`config.mk`:
```
export PLATFORM = sky130hd
export DESIGN_NAME = mat4x2_mac_stream
export DESIGN_NICKNAME = d
export VERILOG_FILES = /design/src/rtl/mat4x2_mac_stream.sv
export SDC_FILE = /design/constraint.sdc
export NUM_CORES = 1
export LEC_CHECK = 0
export BUFFER_PORTS_ARGS = -buffer_cell sky130_fd_sc_hd__buf_4
export CORE_MARGIN = 1
export CORE_UTILIZATION = 55
export DETAILED_ROUTE_END_ITERATION = 7
export PLACE_DENSITY = 0.77
export SYNTH_ARGS = -nofsm -noshare
export SYNTH_HDL_FRONTEND = slang
export SYNTH_SLANG_ARGS = --single-unit
```
`constraint.sdc`:
```
create_clock -name clk -period 4.11 [get_ports clk]
set_input_delay 1.233 -clock clk [delete_from_list [all_inputs] [get_ports clk]]
set_output_delay 1.233 -clock clk [all_outputs]
set_load 0.02 [all_outputs]
```
`src/rtl/mat4x2_mac_stream.sv`:
```
// mat4x2_mac_stream
// Streaming 4x2 * 2x2 unsigned matrix multiply using one time-shared
// multiply-accumulate. Operands arrive one element per handshake in the
// order A0..A7, B0..B3; the eight results S0..S7 (row-major) leave one
// element per handshake.
//
// Ports
//   clk        sole clock, rising edge
//   rst        synchronous active-high reset
//   in_valid   operand element valid
//   in_ready   block accepts an operand element (LOAD only)
//   in_data    operand element
//   out_valid  result element valid (SEND only)
//   out_ready  downstream accepts result element
//   out_data   result element S[out_idx]
//   out_idx    result index 0..7
//   out_last   high together with S7
//   busy       high while computing or sending
module mat4x2_mac_stream #(
  parameter int DATA_W = 4,
  parameter int RES_W  = 2*DATA_W+1
) (
  input  logic              clk,
  input  logic              rst,
  input  logic              in_valid,
  output logic              in_ready,
  input  logic [DATA_W-1:0] in_data,
  output logic              out_valid,
  input  logic              out_ready,
  output logic [RES_W-1:0]  out_data,
  output logic [2:0]        out_idx,
  output logic              out_last,
  output logic              busy
);

  typedef enum logic [1:0] {
    S_LOAD = 2'd0,
    S_CALC = 2'd1,
    S_SEND = 2'd2
  } state_t;

  state_t            state_q;
  logic [3:0]        load_cnt_q;
  logic [3:0]        step_q;
  logic [2:0]        idx_q;

  logic [DATA_W-1:0]   a_q [8];
  logic [DATA_W-1:0]   b_q [4];
  logic [2*DATA_W-1:0] acc_q;
  logic [RES_W-1:0]    res_q [8];

  logic                load_fire;
  logic [1:0]          row;
  logic                col;
  logic                term;
  logic [DATA_W-1:0]   mul_x;
  logic [DATA_W-1:0]   mul_y;
  logic [2*DATA_W-1:0] prod;
  logic [RES_W-1:0]    sum;

  // in_ready is forced low while rst is held so no operand can be taken
  // in a reset cycle; it rises in the very first cycle rst is released.
  assign in_ready  = (state_q == S_LOAD) && !rst;
  assign load_fire = in_valid && in_ready;

  // Step 2k / 2k+1 computes S(k): k selects row r = k/2 and column c = k%2,
  // the step LSB selects which of the two product terms is formed.
  always_comb begin
    row   = step_q[3:2];
    col   = step_q[1];
    term  = step_q[0];
    mul_x = term ? a_q[{row, 1'b1}] : a_q[{row, 1'b0}];
    mul_y = term ? b_q[{1'b1, col}] : b_q[{1'b0, col}];
    prod  = {{DATA_W{1'b0}}, mul_x} * {{DATA_W{1'b0}}, mul_y};
    sum   = RES_W'(acc_q) + RES_W'(prod);
  end

  // Control: state, load counter, MAC step and output index.
  always_ff @(posedge clk) begin
    if (rst) begin
      state_q    <= S_LOAD;
      load_cnt_q <= '0;
      step_q     <= '0;
      idx_q      <= '0;
    end else begin
      case (state_q)
        S_LOAD: begin
          if (load_fire) begin
            if (load_cnt_q == 4'd11) begin
              load_cnt_q <= '0;
              step_q     <= '0;
              state_q    <= S_CALC;
            end else begin
              load_cnt_q <= load_cnt_q + 4'd1;
            end
          end
        end
        S_CALC: begin
          step_q <= step_q + 4'd1;
          if (step_q == 4'd15) begin
            idx_q   <= '0;
            state_q <= S_SEND;
          end
        end
        S_SEND: begin
          if (out_ready) begin
            if (idx_q == 3'd7) begin
              idx_q      <= '0;
              load_cnt_q <= '0;
              state_q    <= S_LOAD;
            end else begin
              idx_q <= idx_q + 3'd1;
            end
          end
        end
        default: state_q <= S_LOAD;
      endcase
    end
  end

  // Datapath: operand capture and MAC; never reset, each frame rewrites it.
  always_ff @(posedge clk) begin
    if (load_fire) begin
      if (load_cnt_q < 4'd8) a_q[load_cnt_q[2:0]] <= in_data;
      else                   b_q[load_cnt_q[1:0]] <= in_data;
    end
    if (state_q == S_CALC) begin
      if (!term) acc_q <= prod;
      else       res_q[step_q[3:1]] <= sum;
    end
  end

  assign out_valid = (state_q == S_SEND);
  assign out_data  = out_valid ? res_q[idx_q] : '0;
  assign out_idx   = idx_q;
  assign out_last  = out_valid && (idx_q == 3'd7);
  assign busy      = (state_q != S_LOAD);

endmodule

```
==> results.sh <==
export IMPL_tritoncts="done"
export IMPL_final_cell_mix="128 x edfxtp_1, 47 x buf_4, 29 x nor2_1, 27 x mux4_2, 22 x ha_1"
export IMPL_start_util=0.5672
export IMPL_powerDensity_nw_per_um2=458.1
export IMPL_end_kind="register"
export IMPL_cts_buffers=17
export IMPL_postRouteAntennaNets=0
export IMPL_finClkSkew_ns=0.01230
export IMPL_holdBufCountCts=0
export IMPL_grt_total_usage=0.2264
export IMPL_slew_violations=0
export IMPL_clk_latency_ns=0.41
export IMPL_routedWlPerCell_um=21.10
export IMPL_fin_ws_ns=-0.2414
export IMPL_synth_nets=436
export IMPL_violations="setup timing"
export IMPL_first_iter_violations=269
export IMPL_grt_pass1_wl_um=20330
export IMPL_fin_cells=612
export IMPL_num_antenna_cells=0
export IMPL_ys_seq_area_frac=0.6495
export IMPL_die_area_um2=12260
export IMPL_syn_area_um2=6504
export IMPL_drive_gt1_frac=0.3241
export IMPL_h_tree_depth=4
export IMPL_gp_congestion=0.7694
export IMPL_num_fill_cells=694
export IMPL_drtPass1Iterations=4
export IMPL_crit_path_max_incr_delay_ns=0.55
export IMPL_required_ns=4.25
export IMPL_worst_setup_path_start_kind="register"
export IMPL_slew_headroom=0.3085
export IMPL_crit_arrival_ns=4.49
export IMPL_status="finished with violations"
export IMPL_total_power_w=0.003641
export IMPL_grt_max_degree=19
export IMPL_min_period_ns=4.351
export IMPL_max_freq_mhz=229.8
export IMPL_drv_cap=0
export IMPL_rsz0062_at_grt="true"
export IMPL_clock_sinks=147
export IMPL_synth_edff_count=128
export IMPL_worstSetupPathType="reg -> reg"
export IMPL_antenna_found_initial=0
export IMPL_port_buffers=23
export IMPL_synth_distinct_cells=45
export IMPL_grt_pass1_vias=3839
export IMPL_dp_cells=573
export IMPL_crit_slowest_cell="mux4_2"
export IMPL_dp_hpwl_um=8064
export IMPL_cp_max_fo=8
export IMPL_via_per_inst=5.765
export IMPL_setup_viol=24
export IMPL_nets=496
export IMPL_hold_class="reg -> reg"
export IMPL_register_area_um2=4229
export IMPL_netlist_instances=396
export IMPL_leakage_nw=2.808
export IMPL_cts_clk_slew_worst_paths_ns=0.06
export IMPL_postSynthAreaPerCell_um2=16.42
export IMPL_synth_compound_area_frac=0.03059
export IMPL_io_pins=24
export IMPL_final_common_cell="edfxtp_1"
export IMPL_wirelength_um=12920
export IMPL_synthToLayoutAreaGrowth_pct=22.22
export IMPL_min_period_over_period=1.059
export IMPL_hold_viol=0
export IMPL_clockBufferDepth=2
export IMPL_rows=39
export IMPL_cts_root_buf="clkbuf_16"
export IMPL_synth_flop_cell="edfxtp_1"
export IMPL_yosys_area_share_simple=0.07734
export IMPL_dieWidth_um=110.7
export IMPL_cp_cell_sequence="mux4_2 > mux2i_4 > nor2b_2 > fa_1 > inv_1 > fa_1 > inv_1 > ha_1 > a21o_1 > a21oi_2 > xnor2_2 > ha_4 > nand2_2 > o21ai_4 > buf_6 > nor4_4 > a21oi_4"
export IMPL_synth_warnings=0
export IMPL_vias=3528
export IMPL_die_h_um=110.7
export IMPL_whs_ns=0.5186
export IMPL_ys_async_sr_fraction=0
export IMPL_vdd_drop_max_uv=309.9
export IMPL_multi_input_area_um2=2376
export IMPL_coreArea_um2=11470
export IMPL_overflow=0
export IMPL_drc=0
export IMPL_max_slew_worst_pin_slew_ns=1.033
export IMPL_synthMuxAreaShare=0.1349
export IMPL_yosys_register_bits=147
export IMPL_synthAdderAreaFrac=0.06733
export IMPL_synth_top_family_by_area="multiplexers"
export IMPL_synth_xor_area_frac=0.01751
## logic make-up after synthesis
| logic type | Yosys count |
|---|---|
| AO/OA/AOI/OAI | 33 |
| XOR/XNOR | 13 |
| adder cells (fa/ha/maj) | 32 |
| buffers and inverters | 29 |
| flip-flops | 147 |
| multiplexers | 44 |
| AND/OR/NAND/NOR | 98 |
## power by group
group	internal (W)	switching, W	leakage (nW)	total [W]
clock network	0.00115	0.000612	0.330	0.00177
logic	0.000101	0.000121	1.17	0.000222
registers	0.00165	0.00000298	1.31	0.00165
total	0.00291	0.000735	2.81	0.00364
## cell usage after synthesis, types with 2 or more instances
cell      number  area [um^2]
edfxtp_1     128         3844
nor2_1        31        116.4
ha_1          27        337.8
mux4_2        27        608.1
dfxtp_1       19        380.4
nor2b_1       18        112.6
inv_1         16        60.06
a21oi_1       15        75.07
nand2_1       11        41.29
nor3_1        11        55.05
xnor2_1       11        96.34
mux2i_1       10        100.1
and2_1         6        37.54
nand3_1        6        30.03
fa_1           5        100.1
nand2b_1       5        31.28
buf_2          4        20.02
mux2i_4        4        90.09
o21ai_1        4        20.02
a21o_1         3        22.52
clkbuf_1       3        11.26
mux4_1         3        78.83
nand3b_1       3        22.52
buf_6          2        22.52
inv_2          2        7.510
o211ai_1       2        15.01
xor2_1         2        17.52
## what timing repair did
action / 4_1_cts / 5_1_grt
gates resized for setup: 27 / 9
endpoints found under the setup margin: 48 / 40
hold endpoints to repair: 0 / 0
buffers inserted: 7 / 2
pin swaps: 19 / 2
## layout make-up
| cell class | instances | share of cell area |
|---|---|---|
| well taps | 143 | 0.02251 |
| flip-flops and latches | 147 | 0.5320 |
| clock inverters | 13 | 0.03101 |
| repair buffers | 52 | 0.05257 |
| inverters | 18 | 0.008500 |
| clock buffers | 19 | 0.05446 |
| multi-input cells | 220 | 0.2989 |
## flip-flops by register name, indices dropped and copies added, names as in the netlist, named ones only
register / cells
step_q: 4
load_cnt_q: 4
res_q: 72
acc_q: 8
b_q: 16
a_q: 32
out_idx: 3
state_q: 2
## worst max-delay path: cells and delay by family (launching register included)
kind / cells / cell delay [ns]
muxes: 2 / 0.72
xor gates and xnor gates: 1 / 0.18
adders and majority gates: 4 / 1.58
DFF: 1 / 0.43
and+or+nand+nor: 3 / 0.38
buffers and inverters: 3 / 0.23
AOI/OAI and AO/OA: 4 / 0.54
## final timing paths
kind / start / endpoint / slack [ns] / depth (start not counted)
setup / recovery: register / res_q[7][8]$_DFFE_PP_ / -0.24 / 17
setup reg to reg: register / res_q[7][8]$_DFFE_PP_ / -0.24 / 17
hold / removal: out_idx[1]$_SDFFE_PP0P_ / register / 0.52 / 2
hold reg to reg: out_idx[1]$_SDFFE_PP0P_ / register / 0.52 / 2
## metal layers
| layer | track usage | vias to the layer above | share of wire |
|---|---|---|---|
| met5 | 0 | - | 0 |
| met1 | 0.2557 | 1773 | 0.37 |
| met4 | 0.09333 | 0 | 0.022 |
| met3 | 0.05522 | 22 | 0.041 |
| met2 | 0.4091 | 101 | 0.56 |
| li1 | - | 1632 | - |
## stage by stage
step                      worst slack (ns)  instance area [um^2]  setup TNS, ns  utilization
final                              -0.2414                  7949         -4.919       0.6932
after global routing               -0.3878                  7949         -9.414       0.6932
after CTS                          -0.2066                  7876         -4.053       0.6869
after detailed placement           -0.3985                  7012         -15.87       0.6115
after global placement             -0.2743                  7012         -9.130       0.6115
after floorplan                   -0.07702                  6544         -1.133            -
Power figures use the tool's default switching activity.
